===== config.mk =====
export PLATFORM = sky130hd
export DESIGN_NAME = axi_wr_arbiter
export DESIGN_NICKNAME = d
export VERILOG_FILES = /design/src/rtl/axi_ic_pkg.sv /design/src/rtl/rr_pick.sv /design/src/rtl/axi_wr_arbiter.sv
export SDC_FILE = /design/constraint.sdc
export NUM_CORES = 1
export LEC_CHECK = 0
export CAP_MARGIN = 20
export CORE_ASPECT_RATIO = 0.75
export CORE_UTILIZATION = 45
export CTS_CLUSTER_SIZE = 12
export DETAILED_ROUTE_END_ITERATION = 10
export PLACE_DENSITY_LB_ADDON = 0.2
export SLEW_MARGIN = 5
export SYNTH_ARGS = -nofsm -noshare
export SYNTH_HDL_FRONTEND = slang
export SYNTH_SLANG_ARGS = --single-unit
export TNS_END_PERCENT = 30

===== constraint.sdc =====
create_clock -name ACLK -period 3.1 [get_ports ACLK]
set_clock_uncertainty 0.1 [all_clocks]
set_input_delay 0.31 -clock ACLK [delete_from_list [all_inputs] [get_ports ACLK]]
set_output_delay 0.31 -clock ACLK [all_outputs]
set_load 0.005 [all_outputs]

===== src/rtl/axi_ic_pkg.sv =====
// Shared definitions for the AXI interconnect arbiters (write and read side).
// Contents: default master count / AWLEN width, QoS field width, and the
// write-arbiter FSM state encoding.
package axi_ic_pkg;

    localparam int unsigned AXI_NUM_M_DEF = 4;
    localparam int unsigned AXI_LEN_W_DEF = 8;
    localparam int unsigned AXI_QOS_W     = 4;

    typedef enum logic [1:0] {
        WR_IDLE = 2'd0,
        WR_ADDR = 2'd1,
        WR_DATA = 2'd2,
        WR_RESP = 2'd3
    } wr_arb_state_t;

endpackage


===== src/rtl/rr_pick.sv =====
// Combinational round-robin picker.
// Ports:
//   req    - per-master request vector
//   ptr    - highest-priority master index for this pick
//   winner - one-hot winner (all zero when req is zero)
module rr_pick #(
    parameter int unsigned NUM_M = 4,
    parameter int unsigned IDX_W = $clog2(NUM_M)
) (
    input  logic [NUM_M-1:0] req,
    input  logic [IDX_W-1:0] ptr,
    output logic [NUM_M-1:0] winner
);

    logic found;

    // Scan offsets ptr, ptr+1, ... (mod NUM_M); first requester wins.
    always_comb begin
        winner = '0;
        found  = 1'b0;
        for (int unsigned d = 0; d < NUM_M; d++) begin
            for (int unsigned i = 0; i < NUM_M; i++) begin
                if (!found && req[i] && (((32'(ptr) + d) % NUM_M) == i)) begin
                    winner[i] = 1'b1;
                    found     = 1'b1;
                end
            end
        end
    end

endmodule


===== src/rtl/axi_wr_arbiter.sv =====
// AXI write-channel arbiter: grants one master at a time and steps its
// AW, W and B phases through IDLE -> ADDR -> DATA -> RESP.
// Optional macro AXI_WR_ARB_QOS_EN adds the qos port; the winner is then the
// highest-QoS requester with round-robin tie-break.
// Ports:
//   ACLK, ARESET           - clock, asynchronous active-high reset
//   req, awlen             - per-master AWVALID and AWLEN (slice i = master i)
//   aw_hs, w_hs, wlast     - slave-side AW/W handshakes and WLAST
//   b_hs                   - B handshake toward the granted master
//   qos                    - per-master AWQOS (only with AXI_WR_ARB_QOS_EN)
//   grant, grant_idx       - one-hot and binary grant
//   aw_en, w_en, b_en      - channel route enables
//   busy, len_err          - not-idle flag, WLAST/AWLEN mismatch pulse
module axi_wr_arbiter
    import axi_ic_pkg::*;
#(
    parameter int unsigned NUM_M = AXI_NUM_M_DEF,
    parameter int unsigned LEN_W = AXI_LEN_W_DEF,
    parameter int unsigned IDX_W = $clog2(NUM_M)
) (
    input  logic                   ACLK,
    input  logic                   ARESET,
    input  logic [NUM_M-1:0]       req,
    input  logic [NUM_M*LEN_W-1:0] awlen,
    input  logic                   aw_hs,
    input  logic                   w_hs,
    input  logic                   wlast,
    input  logic                   b_hs,
`ifdef AXI_WR_ARB_QOS_EN
    input  logic [NUM_M*AXI_QOS_W-1:0] qos,
`endif
    output logic [NUM_M-1:0]       grant,
    output logic [IDX_W-1:0]       grant_idx,
    output logic                   aw_en,
    output logic                   w_en,
    output logic                   b_en,
    output logic                   busy,
    output logic                   len_err
);

    localparam int unsigned CNT_W = LEN_W + 1;

    wr_arb_state_t    state_q, state_d;
    logic [NUM_M-1:0] grant_q, grant_d;
    logic [IDX_W-1:0] grant_idx_q, grant_idx_d;
    logic [IDX_W-1:0] ptr_q, ptr_d;
    logic [LEN_W-1:0] len_q, len_d;
    logic [CNT_W-1:0] beat_cnt_q, beat_cnt_d;
    logic             aw_en_q, aw_en_d;
    logic             w_en_q, w_en_d;
    logic             b_en_q, b_en_d;
    logic             busy_q, busy_d;
    logic             len_err_q, len_err_d;

    logic [NUM_M-1:0] pick_req;
    logic [NUM_M-1:0] winner;
    logic [IDX_W-1:0] winner_idx;
    logic [LEN_W-1:0] len_sel;

`ifdef AXI_WR_ARB_QOS_EN
    logic [AXI_QOS_W-1:0] qos_max;

    // Keep only requesters at the highest QoS; round-robin breaks the tie.
    always_comb begin
        qos_max  = '0;
        pick_req = '0;
        for (int unsigned i = 0; i < NUM_M; i++) begin
            if (req[i] && (qos[i*AXI_QOS_W +: AXI_QOS_W] > qos_max)) begin
                qos_max = qos[i*AXI_QOS_W +: AXI_QOS_W];
            end
        end
        for (int unsigned i = 0; i < NUM_M; i++) begin
            pick_req[i] = req[i] && (qos[i*AXI_QOS_W +: AXI_QOS_W] == qos_max);
        end
    end
`else
    assign pick_req = req;
`endif

    rr_pick #(
        .NUM_M (NUM_M),
        .IDX_W (IDX_W)
    ) u_rr_pick (
        .req    (pick_req),
        .ptr    (ptr_q),
        .winner (winner)
    );

    // One-hot winner to binary index.
    always_comb begin
        winner_idx = '0;
        for (int unsigned i = 0; i < NUM_M; i++) begin
            if (winner[i]) winner_idx = IDX_W'(i);
        end
    end

    // AWLEN of the granted master.
    always_comb begin
        len_sel = '0;
        for (int unsigned i = 0; i < NUM_M; i++) begin
            if (grant_idx_q == IDX_W'(i)) len_sel = awlen[i*LEN_W +: LEN_W];
        end
    end

    always_ff @(posedge ACLK or posedge ARESET) begin
        if (ARESET) begin
            state_q     <= WR_IDLE;
            grant_q     <= '0;
            grant_idx_q <= '0;
            ptr_q       <= '0;
            len_q       <= '0;
            beat_cnt_q  <= '0;
            aw_en_q     <= 1'b0;
            w_en_q      <= 1'b0;
            b_en_q      <= 1'b0;
            busy_q      <= 1'b0;
            len_err_q   <= 1'b0;
        end else begin
            state_q     <= state_d;
            grant_q     <= grant_d;
            grant_idx_q <= grant_idx_d;
            ptr_q       <= ptr_d;
            len_q       <= len_d;
            beat_cnt_q  <= beat_cnt_d;
            aw_en_q     <= aw_en_d;
            w_en_q      <= w_en_d;
            b_en_q      <= b_en_d;
            busy_q      <= busy_d;
            len_err_q   <= len_err_d;
        end
    end

    // Next-state logic; output registers are loaded from the next state so
    // every output is a flop.
    always_comb begin
        state_d     = state_q;
        grant_d     = grant_q;
        grant_idx_d = grant_idx_q;
        ptr_d       = ptr_q;
        len_d       = len_q;
        beat_cnt_d  = beat_cnt_q;
        len_err_d   = 1'b0;

        case (state_q)
            WR_IDLE: begin
                if (|req) begin
                    grant_d     = winner;
                    grant_idx_d = winner_idx;
                    state_d     = WR_ADDR;
                end
            end
            WR_ADDR: begin
                if (aw_hs) begin
                    len_d      = len_sel;
                    beat_cnt_d = '0;
                    state_d    = WR_DATA;
                end
            end
            WR_DATA: begin
                if (w_hs) begin
                    if (beat_cnt_q != '1) beat_cnt_d = beat_cnt_q + CNT_W'(1);
                    // beat_cnt_q holds the zero-based index of this beat.
                    if (wlast) begin
                        len_err_d = (beat_cnt_q != {1'b0, len_q});
                        state_d   = WR_RESP;
                    end else if (beat_cnt_q == {1'b0, len_q}) begin
                        len_err_d = 1'b1;
                    end
                end
            end
            WR_RESP: begin
                if (b_hs) begin
                    ptr_d   = (grant_idx_q == IDX_W'(NUM_M - 1)) ? '0
                                                                : grant_idx_q + IDX_W'(1);
                    grant_d = '0;
                    state_d = WR_IDLE;
                end
            end
            default: state_d = WR_IDLE;
        endcase

        aw_en_d = (state_d == WR_ADDR);
        w_en_d  = (state_d == WR_DATA);
        b_en_d  = (state_d == WR_RESP);
        busy_d  = (state_d != WR_IDLE);
    end

    assign grant     = grant_q;
    assign grant_idx = grant_idx_q;
    assign aw_en     = aw_en_q;
    assign w_en      = w_en_q;
    assign b_en      = b_en_q;
    assign busy      = busy_q;
    assign len_err   = len_err_q;

endmodule


==> results of run 1 <==
==> how the worst max path moves through the flow <==
stage               slack, ns  depth (start not counted)            end
floorplan                1.03                          9  beat_cnt_q[4]
global placement         1.06                          8  beat_cnt_q[4]
detailed placement       1.01                          8  beat_cnt_q[3]
CTS                      1.01                          8  beat_cnt_q[3]
global route             0.86                          8  beat_cnt_q[3]
finish                   1.00                          8  beat_cnt_q[3]
==> cell type report <==
type	count	area, um2	area share, %
Multi-Input combinational cell	164	983	38.9
Sequential cell	32	801	31.7
Timing Repair Buffer	54	536	21.2
Clock buffer	5	68.8	2.72
Tap cell	55	68.8	2.72
Inverter	12	45.0	1.78
Clock inverter	3	23.8	0.941
==> worst max-delay path, cell delays in order, from the launching register on <==
cell       delay [ns]
dfrtp_1          0.43
ha_1             0.25
nand3_1          0.09
nor2_1           0.04
ha_1             0.17
nand4bb_4        0.26
and2_4           0.20
or3_1            0.34
a21oi_1          0.15
==> sequential cells by signal, summed over array words and instances (netlist names) <==
| name | cells |
|---|---|
| w_en | 1 |
| ptr_q | 2 |
| len_q | 8 |
| b_en | 1 |
| beat_cnt_q | 9 |
| state_q | 2 |
| busy | 1 |
| grant_idx | 2 |
| len_err | 1 |
| aw_en | 1 |
| grant | 4 |
==> logic make-up (layout without fill, tap and decap cells) <==
kind of cell / count (synthesis) / in the layout / share of synthesized area (%)
and+or+nand+nor: 74 / 74 / 19.6
AOI/OAI and AO/OA: 69 / 69 / 21.1
DFF: 32 / 32 / 42.3
buffers and inverters: 25 / 74 / 5.81
xor gates and xnor gates: 12 / 12 / 5.55
adders and majority gates: 6 / 6 / 3.96
muxes: 3 / 3 / 1.72
==> layout by cell type, fill, tap and decap left out, types with 3 or more instances in the layout <==
| master | synthesis | routed |
|---|---|---|
| a211oi_1 | 4 | 4 |
| inv_1 | 12 | 12 |
| nand2_1 | 26 | 26 |
| clkbuf_8 | 0 | 5 |
| o21ai_1 | 3 | 3 |
| ha_1 | 6 | 6 |
| nor2_1 | 20 | 20 |
| a22oi_1 | 8 | 8 |
| xnor2_1 | 11 | 11 |
| nand3_1 | 9 | 9 |
| dfrtp_1 | 32 | 32 |
| clkdlybuf4s50_1 | 0 | 52 |
| nor2b_1 | 3 | 3 |
| o21ai_0 | 16 | 16 |
| a21oi_1 | 28 | 28 |
==> per-layer routing <==
layer	track usage, %	up-vias	wire (um)
li1	-	861	-
met1	28.9	775	2180
met2	28.7	59	1700
met3	5.51	2	260
met4	5.77	0	17
met5	0	-	0
==> per-stage QoR <==
step | total power, mW | worst slack, ns | hold WS (ns) | utilization, %
final | 2.00 | 1.00 | 0.303 | 62.3
after global placement | 1.65 | 1.06 | 0.387 | 60.0
after CTS | 2.01 | 1.01 | 0.313 | 62.3
after global routing | 2.17 | 0.856 | 0.369 | 62.3
after detailed placement | 1.68 | 1.01 | 0.398 | 60.0
after floorplan | 1.39 | 1.03 | 0.326 | -
==> power by group through the flow <==
stage	clock [mW]	combinational, mW	sequential (mW)
after floorplan	0	0.724	0.666
after global placement	0	0.914	0.735
after detailed placement	0	0.936	0.740
after CTS	0.336	0.942	0.735
after global routing	0.351	1.05	0.761
final	0.325	0.936	0.736
==> summary.md, run 1 <==
| Metric | Value |
|---|---|
| Most common cell in the netlist | `dfrtp_1` |
| Syn Nets | `269` |
| Syn Area/Cell | `8.57 um2` |
| Cell variety after synth | `37` |
| Part of the power in registers | `36.9%` |
| Post-route cell area | `around 2500 um2` |
| Max VDD drop | `499 uV` |
| Ys async rst share | `100%` |
| Unrepaired setup endpoints after global routing | `false` |
| Area of placed instances | `2430 um2` |
| Fin. Hold Viols | `0` |
| Synthesized flop and latch total | `32` |
| Share of layout cells above drive strength 1 | `just under 6%` |
| Global-route wire length before repair | `about 6900 um` |
| Setup TNS Final | `0 ns` |
| Placer Congestion | `between 0.8 and 0.9` |
| Main flop type after synthesis | `dfrtp_1` |
| Logic gate share of total power | `46.9%` |
| Post-synthesis sequential area ratio | `roughly 42%` |
| CP Max Fanout | `9` |
| Pwr per Cell Area | `791 nW/um2` |
| R2r startpoint | `beat_cnt_q[0]` |
| Post-CTS Setup Bufs | `0` |
| CTS tree | `yes` |
| Resize count post-CTS | `0` |
| Worst slew margin | `between 60% and 70%` |
| Synth cell count leaders | `32 x dfrtp_1, 28 x a21oi_1, 26 x nand2_1, 20 x nor2_1, 16 x o21ai_0` |
| Synth area leader | `dfrtp_1` |
| Via/cell ratio | `~5.2` |
| Sw frac | `between 40 and 50%` |
| Non-filler cells, final | `around 330` |
| H-tree depth | `2` |
| Hold Path Class | `in -> async` |
| DRT Wirelength | `4160 um` |
| FP Rows | `20` |
| Port bufs | `52` |
| Initial drt markers | `106` |
| Total GRT Usage | `19.8%` |
| Wirelength per Cell | `12.8 um` |
| Static Leak | `1.06 nW` |
| Die height | `just under 60 um` |
| Initial antenna violation count | `0` |
| Number of global-route vias before repair | `1493` |
| Number of CTS-inserted buffers | `5` |
| FF-to-FF End | `beat_cnt_q[3]` |
| Final Max Tran Viols | `0` |
| Period utilisation layout | `67.7%` |
| Router iterations before antenna repair | `4` |
| Die area | `4480 um2` |
| Clock network power share | `between 15 and 20%` |
| Clk buf depth | `2` |
| Cell area after synthesis | `approximately 1900 um2` |
| DRC viols | `0` |
| Setup crit end kind | `flop` |
| Die width | `a little under 80 um` |
| Sink Count | `32` |
| FF-to-FF setup slack | `1.00 ns` |
| Routed Antenna Nets | `0` |
| Final setup fails | `0` |
| Post-Synthesis Cells | `221` |
| Area share of the largest cell type after synthesis | `between 40% and 50%` |
| Max-cap violations | `0` |
| Net switching power | `0.803 mW` |
| Crit start category | `flop` |
| Clock Latency Late Sink | `around 0.28 ns` |
| Core ar. | `4050 um2` |
| Initial core utilization | `46.7%` |
| Ant diodes | `0` |
| Worst Setup SP | `beat_cnt_q[0]` |
| Ports | `53` |
| R2r worst-path depth | `8` |
| Layout fillers | `375` |
| Detailed placement HPWL | `3070 um` |
| Clock root buffer | `clkbuf_8` |
| Top cells by area, synth | `dfrtp_1 42%, a21oi_1 7.4%, nand2_1 5.2%, xnor2_1 5.1%, o21ai_0 4.2%` |
| Post-layout nets | `approximately 320` |
| Critical path class | `reg -> reg` |
| Hold_buf cts | `0` |
| YS warnings | `0` |
| Largest net degree at the start of global routing | `33` |
| Status | `complete, no violations` |
| Crit path time final | `about 2.1 ns` |
| Worst-margin pin slew | `0.538 ns` |
| Area growth syn-to-layout | `33.4%` |
| Worst Path Required | `3.21 ns` |
| Placed Cells | `317` |
| Via count | `1697` |
| Max Freq | `476 MHz` |
| Post-synth EDFFs | `0` |
| Gr ovfl total | `0` |
| Critical Path AT | `2.21 ns` |
| Cell Int Power | `1.19 mW` |
| Clock Pin Slew Worst Setup and Hold Paths | `roughly 0.07 ns` |
Note: power is estimated with default switching activity, not from simulation.
==> inputs of run 2 (changes only) <==
==> constraint.sdc (replaced) <==
create_clock -name ACLK -period 2 [get_ports ACLK]
set_clock_uncertainty 0.1 [all_clocks]
set_input_delay 0.2 -clock ACLK [delete_from_list [all_inputs] [get_ports ACLK]]
set_output_delay 0.2 -clock ACLK [all_outputs]
set_load 0.005 [all_outputs]
==> run 2 against run 1 <==
Non-clock buffer count grew 13. Final cell count grew 4.0%. Sequential cell count is the same. Clock power grew 48%. Setup slack lost 0.94 ns. Cell area grew 4.8%. Total power grew 59%. Global-route usage grew 1.0 points. Sequential power grew 52%. Highest routed layer unchanged.
==> summary.md, run 2 (same netlist as run 1, synthesis figures left out) <==
| Metric | Value |
|---|---|
| Status | `complete, no violations` |
| Via count | `1771 (+4.4%)` |
| Initial antenna violation count | `0 (unchanged)` |
| Commonest non-fill, non-tap cell in the layout | `clkdlybuf4s50_1` |
| Area growth syn-to-layout | `39.8%` |
| Crit path time final | `1.94 ns (-0.162 ns)` |
| Hold Path Class | `in -> async` |
| Worst setup margin | `0.0618 ns (-0.938 ns)` |
| Router iterations before antenna repair | `4 (unchanged)` |
| Placer Congestion | `0.841 (-1.8%)` |
| Die width | `76.9 um (unchanged)` |
| Setup crit end kind | `flop` |
| Placed Cells | `325 (+2.5%)` |
| Sink Count | `32 (unchanged)` |
| Die height | `58.2 um (unchanged)` |
| Metal1 wirelength | `2050 um (-5.9%)` |
| Clock root buffer | `clkbuf_8` |
| Most frequent cells in the layout | `52 x clkdlybuf4s50_1, 32 x dfrtp_1, 27 x a21oi_1` |
| Port bufs | `52 (unchanged)` |
| Worst Path Required | `2.11 ns (-1.10 ns)` |
| Die area | `4480 um2 (unchanged)` |
| Util after Layout | `65.3% (+3.0 points)` |
| Critical path class | `reg -> reg` |
| FP Rows | `20 (unchanged)` |
| Clock Latency Late Sink | `0.29 ns (about the same)` |
| Clk buf depth | `2 (unchanged)` |
| Worst Setup SP | `beat_cnt_q[0]` |
| Pwr per Cell Area | `1200 nW/um2 (+51%)` |
| Initial drt markers | `65 (-39%)` |
| Number of global-route vias before repair | `1565 (+4.8%)` |
| Unrepaired setup endpoints after global routing | `true` |
| Worst-margin pin slew | `0.571 ns (+0.0331 ns)` |
| Detailed placement HPWL | `3090 um (+0.48%)` |
| Routed length on met2 | `1700 um (+0.41%)` |
| Period utilisation layout | `96.9% (+29 points)` |
| Max-cap violations | `0 (unchanged)` |
| DRC viols | `0 (unchanged)` |
| Global-route wire length before repair | `7220 um (+5.1%)` |
| CP Max Fanout | `6 (-3)` |
| Pre-CTS WS | `0.0438 ns (-0.969 ns)` |
| Post-layout nets | `330 (+4.1%)` |
| Worst slew margin | `61.7% (-2.2 points)` |
| H-tree depth | `2 (unchanged)` |
| Setup TNS Final | `0 ns (unchanged)` |
| Critical Path AT | `2.05 ns (-0.16 ns)` |
| Wirelength per Cell | `12.3 um (-4.0%)` |
| Clock Pin Slew Worst Setup and Hold Paths | `0.07 ns (about the same)` |
| Hold_buf cts | `0 (unchanged)` |
| Number of CTS-inserted buffers | `5 (unchanged)` |
| Final Max Tran Viols | `0 (unchanged)` |
| Crit start category | `flop` |
| Largest net degree at the start of global routing | `33 (unchanged)` |
| Max VDD drop | `788 uV (+58%)` |
| Gr ovfl total | `0 (unchanged)` |
| Initial core utilization | `46.7% (unchanged)` |
| Core ar. | `4050 um2 (unchanged)` |
| Non-filler cells, final | `338 (+4.0%)` |
| Met3 wire len | `346 um (+33%)` |
| DRT Wirelength | `4150 um (-0.12%)` |
| Biggest register | `beat_cnt_q` |
| Final setup fails | `0 (unchanged)` |
| Via/cell ratio | `5.24 (+0.35%)` |
| Largest register FFs | `9 (unchanged)` |
| Routed Antenna Nets | `0 (unchanged)` |
| Ant diodes | `0 (unchanged)` |
| R2r startpoint | `beat_cnt_q[0]` |
| Share of layout cells above drive strength 1 | `12.0% (+6.1 points)` |
| Tot Pwr | `3.17 mW (+59%)` |
| Top sig layer | `met4` |
| CTS tree | `yes` |
| Max Freq | `516 MHz (+8.3%)` |
| Fin. Hold Viols | `0 (unchanged)` |
| Static Leak | `1.13 nW (+6.6%)` |
| Ports | `53 (unchanged)` |
| Total GRT Usage | `20.9% (+1.0 points)` |
[run 2: cell count changes in the layout (fill, tap and decap cells not counted), sizes merged]
cell      change
buf          +13
clkinv        +2
clkinvlp      -2
[run 2: worst max-delay path: stages, from the launching register on]
cell and delay [ns]:
dfrtp_1 0.41, ha_4 0.18, nand3_2 0.06, nor2_1 0.04, ha_2 0.17, nand4bb_4 0.23
and2_4 0.21, or3_4 0.36, a21oi_2 0.12
[run 2: final timing paths]
check                                endpoint  slack (ns)  cells past startpoint
worst min register to register       grant[1]        0.42                      2
worst max-delay path            beat_cnt_q[3]        0.06                      8
worst min-delay path                 grant[1]        0.19                      3
max in group asynchronous       beat_cnt_q[7]        1.31                      3
min in group ACLK                    grant[1]        0.42                      2
worst max register to register  beat_cnt_q[3]        0.06                      8
[run 2: cell type report]
cell class | instances | area, um2
fillers | 349 | 1410
clock buffers | 5 | 68.8
well taps | 55 | 68.8
repair buffers | 67 | 633
multi-input cells | 164 | 1010
inverters | 12 | 45.0
flip-flops and latches | 32 | 801
clock inverters | 3 | 18.8
[run 2: where the power goes]
part	switching, mW	leakage, nW	internal [mW]
clock network	0.240	0.0479	0.242
logic	0.758	0.677	0.810
registers	0.240	0.402	0.881
[run 2: timing repair]
item / 4_1_cts / 5_1_grt
setup endpoints to repair: 0 / 3
buffers inserted: 0 / 5
resized for setup: 0 / 5
[run 2: metal layers]
layer | vias to the layer above | GRT usage [%]
met5 | - | 0
met4 | 0 | 10.2
met3 | 6 | 5.67
met2 | 70 | 29.0
met1 | 808 | 30.0
li1 | 887 | -
[run 2: stage by stage]
| step | instance area (um2) | hold WS (ns) |
|---|---|---|
| finish | 2650 | 0.190 |
| global route | 2650 | 0.280 |
| CTS | 2580 | 0.208 |
| detailed placement | 2500 | 0.409 |
| global placement | 2500 | 0.389 |
| floorplan | 1900 | 0.216 |
